File: src/rtl/flow_pkg.sv
// Shared types for the flow solver scheduler.
// Holds data widths, the tensor-sum bundle and the scheduler state encoding.
package flow_pkg;

    localparam int ACCUM_WIDTH = 32;
    localparam int FLOW_WIDTH  = 16;
    localparam int FRAC_BITS   = 7;

    // First member is the MSB: ixix occupies the lowest ACCUM_WIDTH bits.
    typedef struct packed {
        logic signed [ACCUM_WIDTH-1:0] iyit;
        logic signed [ACCUM_WIDTH-1:0] ixit;
        logic signed [ACCUM_WIDTH-1:0] ixiy;
        logic signed [ACCUM_WIDTH-1:0] iyiy;
        logic signed [ACCUM_WIDTH-1:0] ixix;
    } tensor_sums_t;

    typedef enum logic [1:0] {
        IDLE,
        LAUNCH,
        WAIT,
        RESULT
    } sched_state_t;

endpackage

File: src/rtl/flow_solver_sched_rr_arbiter.sv
// Combinational round-robin arbiter (module rr_arbiter).
// Ports: i_req request vector, i_ptr search start,
//        o_grant one-hot grant, o_idx grant index, o_any some request set.
module rr_arbiter #(
    parameter  int N  = 4,
    localparam int IW = $clog2(N)
) (
    input  logic [N-1:0]  i_req,
    input  logic [IW-1:0] i_ptr,
    output logic [N-1:0]  o_grant,
    output logic [IW-1:0] o_idx,
    output logic          o_any
);

    logic [IW-1:0] w_k;
    logic          w_found;

    // Visit lanes ptr, ptr+1, ... (mod N); first requester wins.
    always_comb begin
        o_grant = '0;
        o_idx   = '0;
        w_found = 1'b0;
        w_k     = '0;
        for (int i = 0; i < N; i++) begin
            w_k = IW'((int'(i_ptr) + i) % N);
            if (!w_found && i_req[w_k]) begin
                w_found      = 1'b1;
                o_grant[w_k] = 1'b1;
                o_idx        = w_k;
            end
        end
    end

    assign o_any = w_found;

endmodule

File: src/rtl/flow_solver_sched.sv
// Shares one multi-cycle flow solver among NUM_REQ accumulator lanes.
// Ports: req_* lane handshake + sums, solver_* launch/result interface,
//        out_* tagged flow result handshake, clk / rst (sync, active-high).
// Optional watchdog: define FLOW_SOLVER_SCHED_TIMEOUT_EN.
module flow_solver_sched
    import flow_pkg::sched_state_t, flow_pkg::IDLE, flow_pkg::LAUNCH,
           flow_pkg::WAIT, flow_pkg::RESULT;
#(
    parameter  int NUM_REQ        = 4,
    parameter  int ACCUM_WIDTH    = 32,
    parameter  int FLOW_WIDTH     = 16,
    parameter  int TIMEOUT_CYCLES = 64,
    localparam int IDW            = $clog2(NUM_REQ),
    localparam int SW             = 5 * ACCUM_WIDTH
) (
    input  logic                    clk,
    input  logic                    rst,
    input  logic [NUM_REQ-1:0]      req_valid,
    output logic [NUM_REQ-1:0]      req_ready,
    input  logic [NUM_REQ*SW-1:0]   req_sums,
    output logic                    solver_start,
    output logic [SW-1:0]           solver_sums,
    input  logic                    solver_done,
    input  logic [FLOW_WIDTH-1:0]   solver_u,
    input  logic [FLOW_WIDTH-1:0]   solver_v,
    output logic                    out_valid,
    input  logic                    out_ready,
    output logic [FLOW_WIDTH-1:0]   out_u,
    output logic [FLOW_WIDTH-1:0]   out_v,
    output logic [IDW-1:0]          out_id,
    output logic                    out_timeout
);

    if (NUM_REQ < 2 || NUM_REQ > 16 || TIMEOUT_CYCLES < 1) begin : g_bad_cfg
        $error("flow_solver_sched: parameter out of range");
    end

    sched_state_t          r_state;
    sched_state_t          w_next;
    logic [IDW-1:0]        r_ptr;
    logic [IDW-1:0]        r_id;
    logic [IDW-1:0]        r_out_id;
    logic [SW-1:0]         r_sums;
    logic [FLOW_WIDTH-1:0] r_u;
    logic [FLOW_WIDTH-1:0] r_v;
    logic [NUM_REQ-1:0]    w_grant;
    logic [IDW-1:0]        w_gidx;
    logic                  w_any;
    logic                  w_take;
    logic                  w_expire;

    rr_arbiter #(.N(NUM_REQ)) u_arb (
        .i_req   (req_valid),
        .i_ptr   (r_ptr),
        .o_grant (w_grant),
        .o_idx   (w_gidx),
        .o_any   (w_any)
    );

    assign w_take    = (r_state == IDLE) && w_any;
    assign req_ready = w_take ? w_grant : '0;

`ifdef FLOW_SOLVER_SCHED_TIMEOUT_EN
    localparam int CW = $clog2(TIMEOUT_CYCLES + 1);
    localparam logic [CW-1:0] C_LAST = CW'(TIMEOUT_CYCLES - 1);

    logic [CW-1:0] r_cnt;
    logic          r_to;

    // Counter equals the number of WAIT cycles already spent.
    assign w_expire = (r_state == WAIT) && !solver_done
                      && (r_cnt == C_LAST);

    always_ff @(posedge clk) begin
        if (rst) begin
            r_cnt <= '0;
            r_to  <= 1'b0;
        end else begin
            r_cnt <= (r_state == WAIT) ? r_cnt + CW'(1) : '0;
            if (r_state == WAIT && (solver_done || w_expire)) begin
                r_to <= w_expire;
            end
        end
    end

    assign out_timeout = r_to;
`else
    assign w_expire    = 1'b0;
    assign out_timeout = 1'b0;
`endif

    always_ff @(posedge clk) begin
        if (rst) begin
            r_state <= IDLE;
        end else begin
            r_state <= w_next;
        end
    end

    always_comb begin
        w_next = r_state;
        unique case (r_state)
            IDLE:    if (w_any) w_next = LAUNCH;
            LAUNCH:  w_next = WAIT;
            WAIT:    if (solver_done || w_expire) w_next = RESULT;
            RESULT:  if (out_ready) w_next = IDLE;
            default: w_next = IDLE;
        endcase
    end

    always_ff @(posedge clk) begin
        if (rst) begin
            r_ptr    <= '0;
            r_id     <= '0;
            r_sums   <= '0;
            r_u      <= '0;
            r_v      <= '0;
            r_out_id <= '0;
        end else begin
            if (w_take) begin
                r_sums <= req_sums[w_gidx*SW +: SW];
                r_id   <= w_gidx;
                r_ptr  <= (w_gidx == IDW'(NUM_REQ - 1))
                          ? '0 : w_gidx + IDW'(1);
            end
            // Done outside WAIT is a stale completion and is dropped.
            if (r_state == WAIT) begin
                if (solver_done) begin
                    r_u      <= solver_u;
                    r_v      <= solver_v;
                    r_out_id <= r_id;
                end else if (w_expire) begin
                    r_u      <= '0;
                    r_v      <= '0;
                    r_out_id <= r_id;
                end
            end
        end
    end

    assign solver_start = (r_state == LAUNCH);
    assign solver_sums  = r_sums;
    assign out_valid    = (r_state == RESULT);
    assign out_u        = r_u;
    assign out_v        = r_v;
    assign out_id       = r_out_id;

endmodule

File: config.mk
export PLATFORM = sky130hd
export DESIGN_NAME = flow_solver_sched
export DESIGN_NICKNAME = d
export VERILOG_FILES = /design/src/rtl/flow_pkg.sv /design/src/rtl/flow_solver_sched_rr_arbiter.sv /design/src/rtl/flow_solver_sched.sv
export SDC_FILE = /design/constraint.sdc
export NUM_CORES = 1
export LEC_CHECK = 0
export ABC_AREA = 1
export BUFFER_PORTS_ARGS = -buffer_cell sky130_fd_sc_hd__buf_2
export CAP_MARGIN = 10
export CORE_AREA = 4 4 345 347
export CTS_BUF_LIST = sky130_fd_sc_hd__clkbuf_4 sky130_fd_sc_hd__clkbuf_8 sky130_fd_sc_hd__clkbuf_16
export CTS_CLUSTER_SIZE = 10
export DETAILED_ROUTE_END_ITERATION = 10
export DIE_AREA = 0 0 349 351
export HOLD_SLACK_MARGIN = 0.15
export SYNTH_ARGS = -nofsm -noshare
export SYNTH_HDL_FRONTEND = slang
export SYNTH_SLANG_ARGS = --single-unit
File: constraint.sdc
create_clock -name clk -period 3.92 [get_ports clk]
set_input_delay 0.588 -clock clk [delete_from_list [all_inputs] [get_ports clk]]
set_output_delay 0.588 -clock clk [all_outputs]
set_load 0.05 [all_outputs]
==> summary by stage <==
STA
The total count of max-transition violations in the final report was 0. Of the available clock period, the critical path in the final layout requires 0.907. The worst-case headroom to the max-slew limit is 0.291. The setup TNS is 0 ps. The total of endpoints with negative setup slack in the final report is 0. Setup repair after global routing left no endpoint under its margin. The highest clock frequency the design can meet is 281 MHz.

The slew at the pin closest to its max-slew limit is about 1100 ps. Subtracting the final worst setup slack from the clock period gives 3550 ps. Across the routed clock network, the largest skew measured is between 20 and 30 ps. The number of hold violations in the final report is 0.

Job
Max-cap violations in this run came to 0.

Synth
The total nets after synthesis is 3,757. Yosys printed 0 warnings. For this run, the register share of the synthesized area comes to 0.241. The most used flip-flop cell after synthesis is dfxtp_1. The share of async-settable or async-resettable flops after synthesis is 0. Counting flops with a built-in enable in the synthesized netlist gives 0.

The post-synthesis instance area is 16,600 sq um. The synthesized netlist contains 31 unique library cells. The number of instances in the synthesized netlist is 3,065.

A synthesized cell averages around 5.4 sq um. In this run, synthesis produced a sequential element count of 200.

Hold path
The path class of the tightest hold or removal check is in2reg.

Power and ir drop
The worst-case IR drop observed on VDD is 0.742 mV. The power per unit of standard cell area is 960 nW/um^2. The leakage power is 14.6 nW.

CTS
The post-CTS setup-driven buffer insertion count is 0. The total of hold buffers inserted after clock tree synthesis is 0. The H-tree level count is 4.

The sink count of the clock tree is 200. The largest buffer count on any clock path is 2. The root buffer cell is clkbuf_16. The clock latency of the later-clocked register in the worst-skew pair is 510 ps.

The number of gates given a new drive strength after cts is 0. The clock transition time at the flip-flop clock pins of the worst setup and hold paths is 100 ps. The number of clock buffers added by TritonCTS is 17. TritonCTS built the clock tree.

Worst setup path
The data arrival time of the critical path is 2970 ps. Counting stages on the worst path, the most repeated cell is inv_1. Along the worst path, the maximum fanout reaches 9. On the worst path, the slowest cell contributes a delay of 410 ps. At the worst endpoint, the required time is 3330 ps. The slowest library cell on the worst path is dfxtp_2. The worst setup path is launched from a flop. Walking the worst path, the cells encountered are inv_1 -> ha_1 -> inv_1 -> nand2_1 -> nand2_1 -> nor2_4 -> nand3_4 -> nand2_2 -> inv_8 -> o21ai_0 -> inv_1 -> buf_2. The start-to-end type of the worst setup path is reg2out.

The sort of element at the end of the critical path is a primary output.

Global route
The aggregate global-route resource usage is 0.143. The first global-routing pass estimated 131 mm of wire. The global route total overflow is 0. The initial antenna violation count is 9. The maximum number of pins on one net before global-route repair is 118. The via count of the first global-routing pass is 20,700.

Cells and area
The area overhead of the layout relative to synthesis is 41.1%. After the last flow step, the layout net total stands at 4,501. The area of all placed cells without fillers is between 20,000 and 25,000 sq um. The proportion of layout cells with a drive suffix above 1 is 0.264. Once layout is complete, the utilization of the core stands at 0.202.

Detailed routing
After detailed routing, the total wire length is between 90 and 100 mm. Dividing the detail-routed wire length by the instance count gives 17.5 um. Using the TritonRoute via totals, the vias-per-cell ratio works out to 4.14.

The antenna violation net count after detailed routing is 0. The total number of vias is ~22,000. The first detailed-routing pass ran for 7 iterations. For this block, the initial DRC count from the detailed router was 1,662. The DRC violation count after routing is 0.

Die
The y dimension of the die is 351 um. The top-level port count is around 900. The starting density of the core is 0.143. The floorplan has between 100 and 150 rows.

The die is 349 um wide. The area of the core is 116,000 sq um. The die covers 122,000 sq um.

Placed design
The HPWL after detailed placement is between 70 and 80 mm. Buffers placed on the I/O ports in this run total 879. The post-detailed-placement cell area is 22,800 sq um. The congestion estimate from routability-driven global placement came to 0.955.

Run status
The run finished with clean final reports.
## sequential cells by signal, indices dropped and copies added, names as in the netlist
| signal | flops |
|---|---|
| solver_sums | 160 |
| out_u | 16 |
| out_v | 16 |
| out_id | 2 |
| r_id | 2 |
| r_ptr | 2 |
| r_state | 2 |
## path summary, 6_finish.rpt
check | start | to | slack, ps | depth (start not counted)
worst max-delay path | r_ptr[1] | req_ready[0] | 370 | 12
worst min-delay path | solver_u[3] | out_u[3] | 310 | 3
worst max register to register | r_ptr[1] | solver_sums[121] | 560 | 16
worst min register to register | out_v[3] | out_v[3] | 470 | 2
## area by class of cell
cell class,count,area (sq um)
clock buffer,18,439
inverter,829,3120
timing repair buffer,964,5320
clock inverter,14,185
multi-input combinational,1797,8450
sequential,200,4010
tap,1524,1910
antenna,9,22.5
fill,13500,92400
## critical path, delay by kind of cell (launching register included)
kind                     cells  cell delay (ps)
AO/OA/AOI/OAI                1              170
flip-flops                   1              410
adder cells (fa/ha/maj)      1              390
AND/OR/NAND/NOR              5              830
buffers and inverters        5              660
## synthesized netlist by cell type (3+ instances only)
cell | n | share of area
a21oi_1 | 38 | 0.011
buf_6 | 10 | 0.0068
o21ai_0 | 7 | 0.0021
nand2_1 | 578 | 0.13
buf_2 | 94 | 0.028
a211oi_1 | 3 | 0.0014
dfxtp_1 | 200 | 0.24
clkbuf_1 | 116 | 0.026
nand4_1 | 321 | 0.12
nand3_1 | 490 | 0.15
buf_1 | 17 | 0.0038
inv_1 | 824 | 0.19
nand2_2 | 4 | 0.0015
ha_1 | 12 | 0.0090
nor2_1 | 329 | 0.074
inv_2 | 3 | 0.00068
## power breakdown
part / total (mW) / internal [mW] / switching [mW]
clock network: 2.02 / 0.904 / 1.12
registers: 3.19 / 2.78 / 0.409
logic: 17.3 / 4.85 / 12.4
## logic make-up after synthesis
kind of cell	Yosys count	synth area share
simple gates	1727	0.478
fa+ha+maj	12	0.00903
flops	200	0.241
other cells	1	0.000226
buf+inv	1068	0.253
compound gates	57	0.0184
## per-stage QoR
| step | worst slack [ps] | instances | power (mW) | hold slack, ps |
|---|---|---|---|---|
| 6_report | 365 | 5355 | 22.5 | 312 |
| 5_1_grt | 97.5 | 5347 | 24.4 | 255 |
| 4_1_cts | 166 | 5346 | 22.7 | 241 |
| 3_5_place_dp | 407 | 5314 | 20.6 | 453 |
| 3_3_place_gp | 450 | 5314 | 20.5 | 449 |
| 2_1_floorplan | 887 | 3065 | 14.8 | 441 |
## layer usage
layer / vias up / part of all wire / GRT usage
met1: 10100 / 0.42 / 0.177
met3: 131 / 0.079 / 0.0352
met2: 1031 / 0.47 / 0.238
met4: 4 / 0.036 / 0.0567
li1: 10900 / - / -
met5: - / 0.00028 / 0
## cell usage in the layout (no fill, tap or decap), types with 5 or more instances in the layout
cell type / instances
buf_2: 877
inv_1: 824
nand2_1: 577
nand3_1: 490
nor2_1: 329
nand4_1: 321
dfxtp_1: 199
buf_4: 64
a21oi_1: 38
buf_12: 22
clkbuf_16: 17
ha_1: 12
diode_2: 9
o21ai_0: 7
inv_8: 5
(Power assumes the default switching activity.)
